===== config.mk =====
export PLATFORM = sky130hd
export DESIGN_NAME = imem_loader
export DESIGN_NICKNAME = d
export VERILOG_FILES = /design/src/rtl/imem_loader.sv
export SDC_FILE = /design/constraint.sdc
export NUM_CORES = 1
export LEC_CHECK = 0
export CAP_MARGIN = 0
export CORE_MARGIN = 2
export CORE_UTILIZATION = 55
export CTS_BUF_LIST = sky130_fd_sc_hd__clkbuf_4
export CTS_CLUSTER_SIZE = 16
export DETAILED_ROUTE_END_ITERATION = 6
export PLACE_DENSITY = 0.77
export SLEW_MARGIN = 25
export SYNTH_ARGS = -nofsm -noshare
export SYNTH_HDL_FRONTEND = slang
export SYNTH_SLANG_ARGS = --single-unit
export TNS_END_PERCENT = 100

===== constraint.sdc =====
create_clock -name clk -period 2.92 [get_ports clk]
set_input_delay 0.584 -clock clk [delete_from_list [all_inputs] [get_ports clk]]
set_output_delay 0.584 -clock clk [all_outputs]
set_load 0.01 [all_outputs]

===== src/rtl/imem_loader.sv =====
// imem_loader: writes a length-prefixed, XOR-checksummed byte image into instruction memory
// as little-endian words, holding the core in reset until the image is verified.
module imem_loader #(
    parameter int ADDR_WIDTH = 8,
    parameter int MEM_BYTES  = 256
) (
    input  logic                  clk,
    input  logic                  rst,
    input  logic                  in_valid,
    input  logic [7:0]            in_data,
    output logic                  in_ready,
    output logic                  mem_we,
    output logic [ADDR_WIDTH-1:0] mem_addr,
    output logic [31:0]           mem_wdata,
    output logic                  core_rst_n,
    output logic                  done,
    output logic                  err
);
    typedef enum logic [2:0] {LEN0, LEN1, DATA, WRITE, CSUM, DONE, ERR} state_t;

    state_t                state_q, state_d;
    logic [15:0]           n_q, n_d;
    logic [15:0]           word_cnt_q, word_cnt_d;
    logic [1:0]            byte_idx_q, byte_idx_d;
    logic [7:0]            csum_q, csum_d;
    logic [31:0]           asm_q, asm_d;
    logic [ADDR_WIDTH-1:0] mem_addr_q, mem_addr_d;
    logic [31:0]           mem_wdata_q, mem_wdata_d;
    logic                  in_ready_q, in_ready_d;
    logic                  mem_we_q, mem_we_d;
    logic                  done_q, done_d;
    logic                  err_q, err_d;
    logic                  xfer;
    logic [15:0]           n_full;

    assign xfer   = in_valid && in_ready_q;
    assign n_full = {in_data, n_q[7:0]};

    always_comb begin
        state_d     = state_q;
        n_d         = n_q;
        word_cnt_d  = word_cnt_q;
        byte_idx_d  = byte_idx_q;
        csum_d      = csum_q;
        asm_d       = asm_q;
        mem_addr_d  = mem_addr_q;
        mem_wdata_d = mem_wdata_q;
        case (state_q)
            LEN0: if (xfer) begin
                n_d[7:0] = in_data;
                state_d  = LEN1;
            end
            LEN1: if (xfer) begin
                n_d     = n_full;
                state_d = ({14'd0, n_full, 2'b00} > 32'(MEM_BYTES)) ? ERR :
                          (n_full == 16'd0) ? CSUM : DATA;
            end
            DATA: if (xfer) begin
                asm_d[{byte_idx_q, 3'b000} +: 8] = in_data;
                csum_d     = csum_q ^ in_data;
                byte_idx_d = byte_idx_q + 2'd1;
                if (byte_idx_q == 2'd3) begin
                    state_d     = WRITE;
                    mem_addr_d  = ADDR_WIDTH'({word_cnt_q, 2'b00});
                    mem_wdata_d = asm_d;
                end
            end
            WRITE: begin
                word_cnt_d = word_cnt_q + 16'd1;
                state_d    = (word_cnt_d == n_q) ? CSUM : DATA;
            end
            CSUM: if (xfer) state_d = (in_data == csum_q) ? DONE : ERR;
            default: ;
        endcase
        // Outputs are registered from the next state so they line up with the state they describe.
        in_ready_d = (state_d == LEN0) || (state_d == LEN1) || (state_d == DATA) || (state_d == CSUM);
        mem_we_d   = state_d == WRITE;
        done_d     = state_d == DONE;
        err_d      = state_d == ERR;
    end

    always_ff @(posedge clk or negedge rst) begin
        if (!rst) begin
            state_q     <= LEN0;
            n_q         <= '0;
            word_cnt_q  <= '0;
            byte_idx_q  <= '0;
            csum_q      <= '0;
            asm_q       <= '0;
            mem_addr_q  <= '0;
            mem_wdata_q <= '0;
            in_ready_q  <= 1'b0;
            mem_we_q    <= 1'b0;
            done_q      <= 1'b0;
            err_q       <= 1'b0;
        end else begin
            state_q     <= state_d;
            n_q         <= n_d;
            word_cnt_q  <= word_cnt_d;
            byte_idx_q  <= byte_idx_d;
            csum_q      <= csum_d;
            asm_q       <= asm_d;
            mem_addr_q  <= mem_addr_d;
            mem_wdata_q <= mem_wdata_d;
            in_ready_q  <= in_ready_d;
            mem_we_q    <= mem_we_d;
            done_q      <= done_d;
            err_q       <= err_d;
        end
    end

    assign in_ready   = in_ready_q;
    assign mem_we     = mem_we_q;
    assign mem_addr   = mem_addr_q;
    assign mem_wdata  = mem_wdata_q;
    assign done       = done_q;
    assign err        = err_q;
    assign core_rst_n = done_q;
endmodule


==> metrics.md <==
| Metric | Value |
|---|---|
| CP max-delay cell | `or4_4` |
| Dpl ws | `0.158 ns` |
| CP peak stage delay | `0.57 ns` |
| Finished Core Util | `65.5%` |
| Core Area | `0.0102 mm²` |
| Post-synth EDFFs | `0` |
| CP max FO | `6` |
| Post-CTS sizing | `0` |
| CTS H-tree depth | `4` |
| Cell row count | `37` |
| First-pass GRT wire length | `21.1 mm` |
| Diode count | `0` |
| I/O pins | `56` |
| Seq/Total Area, Yosys | `51.7%` |
| Via count | `about 4,300` |
| Switching power | `a little over 0.0007 W` |
| Layout net count | `629` |
| Worst-path clk slew | `0.10 ns` |
| Avg Cell Area, Syn | `about 10 µm²` |
| Most common cell after layout, fill and taps aside | `dfrtp_1` |
| Reg power frac | `between 60% and 70%` |
| Cell mode on critical path | `or4_4` |
| Critical path origin | `word_cnt_q[1]` |
| CP arrival | `3.23 ns` |
| Grt total ovfl | `0` |
| DR iter-0 viols | `approximately 210` |
| CTS Buf Count | `17` |
| Synth cell types | `56` |
| Final HPWL DP | `between 8 and 9 mm` |
| Startpoint Class | `flop` |
| Status | `finished clean` |
| GR Util All Layers | `24.2%` |
| Non-filler cells, final | `760` |
| Vias in the first global route | `4,307` |
| Die Area | `0.0113 mm²` |
| Clock Tree Root | `clkbuf_4` |
| Worst Slack Setup Final | `0.156 ns` |
| CTS max path bufs | `2` |
| Die Ht | `~110 µm` |
| CP endpoint kind | `flop` |
| Power density over the cells | `408 mW/mm²` |
| Worst Path Required | `~3.4 ns` |
| Setup TNS | `0 ns` |
| Placer Congestion | `0.847` |
| Comb pwr share | `3.6%` |
| Max Cap Viol | `0` |
| Max VDD drop | `0.304 mV` |
| Delay-heaviest family, CP | `simple AND/OR/NAND/NOR gates` |
| Hold-fix buffers, CTS | `0` |
| DR WL/cell | `16.4 µm` |
| Sw Share | `roughly a quarter` |
| Min Tclk post-route | `2.76 ns` |
| Clk_skew | `about 0.015 ns` |
| Clk pwr share | `around 36%` |
| Syn-to-layout area delta | `16.4%` |
| Initial core utilization | `56.3%` |
| Register-to-register setup slack | `around 0.16 ns` |
| Worst-Margin Slew | `0.795 ns` |
| RR Startpoint | `word_cnt_q[1]` |
| Reg2reg path depth | `8` |
| Synthesized cell area | `0.00576 mm²` |
| WP buf/inv | `0` |
| # DRC | `0` |
| Ys Warns | `0` |
| Internal Power | `0.00201 W` |
| Critical path depth | `8` |
| Leak | `2.98 nW` |
| Unrepaired setup endpoints after global routing | `false` |
| Clock sink count | `119` |
| Slew margin rel. | `47.0%` |
| Worst setup path class | `flop to flop` |
| Pins Over Slew Limit | `0` |
| Fraction of layout cells with a size suffix above 1 | `14.4%` |
| Vias per inst | `5.68` |
| Fin. Hold Viols | `0` |
| Initial antenna violation count | `0` |
| CTS tree | `built` |
| Inst Count DP | `about 730` |
| Fmax | `0.362 GHz` |
| Most frequent cells in the layout | `119 x dfrtp_1, 70 x nand2_1, 52 x clkdlybuf4s50_1, 38 x o21ai_0, 38 x xnor2_1` |
| CP Cell Sequence | `ha_2 -> nand3_4 -> xnor2_1 -> mux2i_1 -> a22oi_1 -> or4_4 -> or4_4 -> a211oi_2` |
| Post-CTS Setup Inserts | `0` |
| Clk_lat worst skew | `0.54 ns` |
| Largest net degree at the start of global routing | `63` |
| Cells after synthesis | `552` |
| Period utilization | `94.7%` |
| WL final | `about 12 mm` |
| Ys flop type | `dfrtp_1` |
| Port Buf Inserts | `53` |
| Final setup violation count | `0` |
| Die X | `~110 µm` |
| FF+latch count, synth | `119` |
| First-pass iteration count of the detailed router | `6` |
| Worst min path class | `input pin to async pin` |
| Post-synth ARST share | `100%` |
| Detail Route Antenna Nets | `0` |
[Yosys cell counts, types with 8 or more instances]
cell      number  share of area (%)
nor4_1         9               0.98
xor2_1        11                1.7
buf_4         10                1.3
a21oi_1       37                3.2
nand2_1       71                4.6
inv_1          8               0.52
nor2b_1       34                3.7
a22o_1        32                4.9
nand3_1       11               0.96
clkbuf_1      24                1.6
mux2_2        21                4.1
xnor2_1       38                5.8
nor2_1        15               0.98
dfrtp_1      119                 52
nor3_1         8               0.70
o21ai_0       38                3.3
[through the flow]
step                power (W)  hold WS [ns]  area [µm²]
CTS                   0.00277         0.114        6700
detailed placement    0.00178         0.470        6470
global placement      0.00178         0.466        6470
global route          0.00285         0.145        6700
finish                0.00273         0.119        6700
floorplan             0.00170         0.288        5760
[per-layer routing]
layer,vias to the layer above,share of wire (%),global-route usage (%),wire (µm)
met4,0,3.1,11.1,384
met1,2098,43,31.1,5370
li1,2054,-,-,-
met2,134,48,37.1,5940
met5,-,0,0,0
met3,32,6.0,7.97,748
[registers in the layout, indices dropped and copies added, names as in the netlist]
register / count
mem_wdata: 32
in_ready: 1
core_rst_n: 1
state_q: 3
csum_q: 8
mem_we: 1
byte_idx_q: 2
word_cnt_q: 16
mem_addr: 6
asm_q: 32
n_q: 16
err: 1
[final timing paths]
| check | to |
|---|---|
| setup / recovery | err |
| hold / removal | in_ready |
| setup reg to reg | err |
| hold reg to reg | mem_wdata[25] |
| max in group asynchronous | mem_wdata[5] |
| min in group clk | mem_wdata[25] |
[power by group through the flow]
| stage | logic, W | registers [W] | clock network [W] |
|---|---|---|---|
| final | 0.0000996 | 0.00165 | 0.000986 |
| after global routing | 0.000112 | 0.00165 | 0.00109 |
| after CTS | 0.000102 | 0.00165 | 0.00102 |
| after detailed placement | 0.000102 | 0.00168 | 0 |
| after global placement | 0.000100 | 0.00168 | 0 |
| after floorplan | 0.0000253 | 0.00168 | 0 |
[cell type report]
type | count | area, µm²
Multi-Input combinational cell | 388 | 2570
Inverter | 8 | 30.0
Sequential cell | 119 | 2980
Clock buffer | 17 | 128
Fill cell | 813 | 3530
Timing Repair Buffer | 77 | 721
Clock inverter | 15 | 106
Tap cell | 136 | 170
[cell families (layout without fill, tap and decap cells)]
group | count (synthesis) | after routing | share of synthesized area [%]
and+or+nand+nor | 178 | 178 | 16.2
AOI/OAI and AO/OA | 128 | 128 | 14.5
DFF | 119 | 119 | 51.7
xor gates and xnor gates | 49 | 49 | 7.45
buffers and inverters | 46 | 117 | 3.95
muxes | 24 | 24 | 4.63
adders and majority gates | 7 | 7 | 1.52
other | 1 | 2 | 0.0651
Power figures use the tool's default switching activity.
==> variant (same flow settings) <==
Re-encode `state_t` (7 states) as one-hot, 7 bits wide.
--- a/src/rtl/imem_loader.sv
+++ b/src/rtl/imem_loader.sv
@@ -17,5 +17,5 @@
     output logic                  err
 );
-    typedef enum logic [2:0] {LEN0, LEN1, DATA, WRITE, CSUM, DONE, ERR} state_t;
+    typedef enum logic [6:0] {LEN0 = 7'b0000001, LEN1 = 7'b0000010, DATA = 7'b0000100, WRITE = 7'b0001000, CSUM = 7'b0010000, DONE = 7'b0100000, ERR = 7'b1000000} state_t;
 
     state_t                state_q, state_d;
Behaviour: no difference found for any inputs over 10 cycles, from zero or initial values and one cycle with rst low; not proved beyond that.
==> variant against the unedited design <==
Sequential share of layout area is 1.1 points lower. Area after synthesis is 4.5% higher. Final area is 6.0% higher. Die area is 4.3% higher. Count of clock-buffer cells in the layout is 1 higher. Cell count is 5.0% higher. Sequential cell count is 4 higher. Clock power is 38% higher. Setup slack better by 0.11 ns. Wire length is 11% higher. Total power is 16% higher. Global-route usage is 1.0 points higher.
==> variant: results (changes against the unedited design) <==
peak supply drop 0.318 mV (+4.7%); PortBufs 53 (unchanged); Sw Ratio 0.233 (-0.0309); area of the multi-input gates 2720 um2 (+5.9%); clk_lat worst skew 0.52 ns (-0.02 ns); Multi-In Gates 414 (+6.7%); Placed Area 6780 um2 (+4.8%); status finished clean; routed wire length 13.8 mm (+11%); Setup Skew 0.0204 ns (+0.00542 ns); CP top delay family simple AND/OR/NAND/NOR gates; Slowest-stage cell, CP or4_1; buffer share of cell area 0.106 (-0.00148); CTS Root Cell clkbuf_4; Max stage delay on crit path 0.58 ns; Std-Cell Rows 38 (+2.7%); diodes inserted 0 (unchanged); Leak 3.18 nW (+6.6%); Synth async-reset ratio 1.00 (unchanged); Placement Setup Slack 0.142 ns (-0.0156 ns); sequential-to-total area share from yosys stat 0.512 (-0.00541); CP max FO 8 (+2); Reg2Reg Setup Slack 0.27 ns (+0.11 ns); Signal inverters 12 (+4); clk pwr 1.36 mW (+38%); total track usage 0.252 (+0.0101); Reg area 3080 um2 (+3.4%); Clock buf/inv share 0.0462 (+0.0112); DR pass1 iterations 5 (-1); CTS Buf Count 17 (unchanged); first-pass GRT wire length 22.9 mm (+8.5%); slew margin rel. 0.524 (+0.0538); share of cells above drive strength 1 0.132 (-0.0120); largest net degree at the start of global routing 68 (+7.9%); Post-DP HPWL 9.60 mm (+12%); commonest cells in the netlist 122 x dfrtp_1, 67 x nand2_1, 42 x o21ai_0; non-clock buffer count 78 (+1.3%); clock buf count 18 (+1); iteration-0 DRC count of the detailed router 349 (+65%); vias in the first global route 4487 (+4.2%); HP Class primary input to asynchronous set/reset pin; syn avg cell area 10.2 um2 (-1.9%); clock sinks 123 (+3.4%); max frequency 377 MHz (+4.3%); Wirelength per Cell 17.3 um (+5.9%); depth of the CTS H-tree 4 (unchanged); final net count 664 (+5.6%); largest cells by area after synthesis dfrtp_1 51%, xnor2_1 5.5%, a22o_1 4.8%; Yosys cell types 60 (+7.1%); routability cong. 0.880 (+3.8%); Synth Warn # 0 (unchanged); filler instances 901 (+11%); Longest Clk Path Bufs 2 (unchanged); Worst EP arrival 3.06 ns (-0.17 ns); Reg power frac 0.538 (-0.065); Placed Instances 767 (+5.4%); setup bufs post-CTS 0 (unchanged); routed vias 4655 (+7.8%)
variant: cell count changes after synthesis, moves of 3 or more:
cell	before	now
nor3_1	8	17
or4_1	0	4
nand2_1	71	67
buf_2	1	8
buf_4	10	4
o21ai_0	38	42
inv_1	8	12
dfrtp_1	119	122
variant: path summary, 6_finish.rpt:
kind / to / from / cells after the start
min: state_q[6] / rst / 1
min reg2reg: mem_wdata[17] / mem_wdata[17] / 2
max in group asynchronous: mem_wdata[20] / rst / 2
min in group clk: mem_wdata[17] / mem_wdata[17] / 2
max: state_q[2] / word_cnt_q[0] / 7
max reg2reg: state_q[2] / word_cnt_q[0] / 7
variant: logic make-up (layout without fill, tap and decap cells):
logic type,after synthesis,after routing,synth area share
AOI/OAI and AO/OA,135,135,0.147
xor gates and xnor gates,50,50,0.0727
adders and majority gates,7,7,0.0145
buffers and inverters,52,121,0.0380
DFF,123,123,0.512
muxes,22,22,0.0409
other,1,2,0.000623
and+or+nand+nor,198,198,0.175
variant: metal layers:
layer / vias up / track usage / wire length [um]
met3: 21 / 0.0532 / 579
met5: - / 0 / 0
met4: 0 / 0.0760 / 218
li1: 2191 / - / -
met1: 2318 / 0.356 / 6520
met2: 125 / 0.393 / 6520
variant: stage by stage:
| step | total power [mW] | util | hold WS [ns] |
|---|---|---|---|
| 2_1_floorplan | 1.76 | - | 0.288 |
| 3_3_place_gp | 1.84 | 0.631 | 0.462 |
| 3_5_place_dp | 1.84 | 0.631 | 0.470 |
| 4_1_cts | 3.19 | 0.661 | 0.104 |
| 5_1_grt | 3.28 | 0.661 | 0.131 |
| 6_report | 3.16 | 0.661 | 0.0897 |
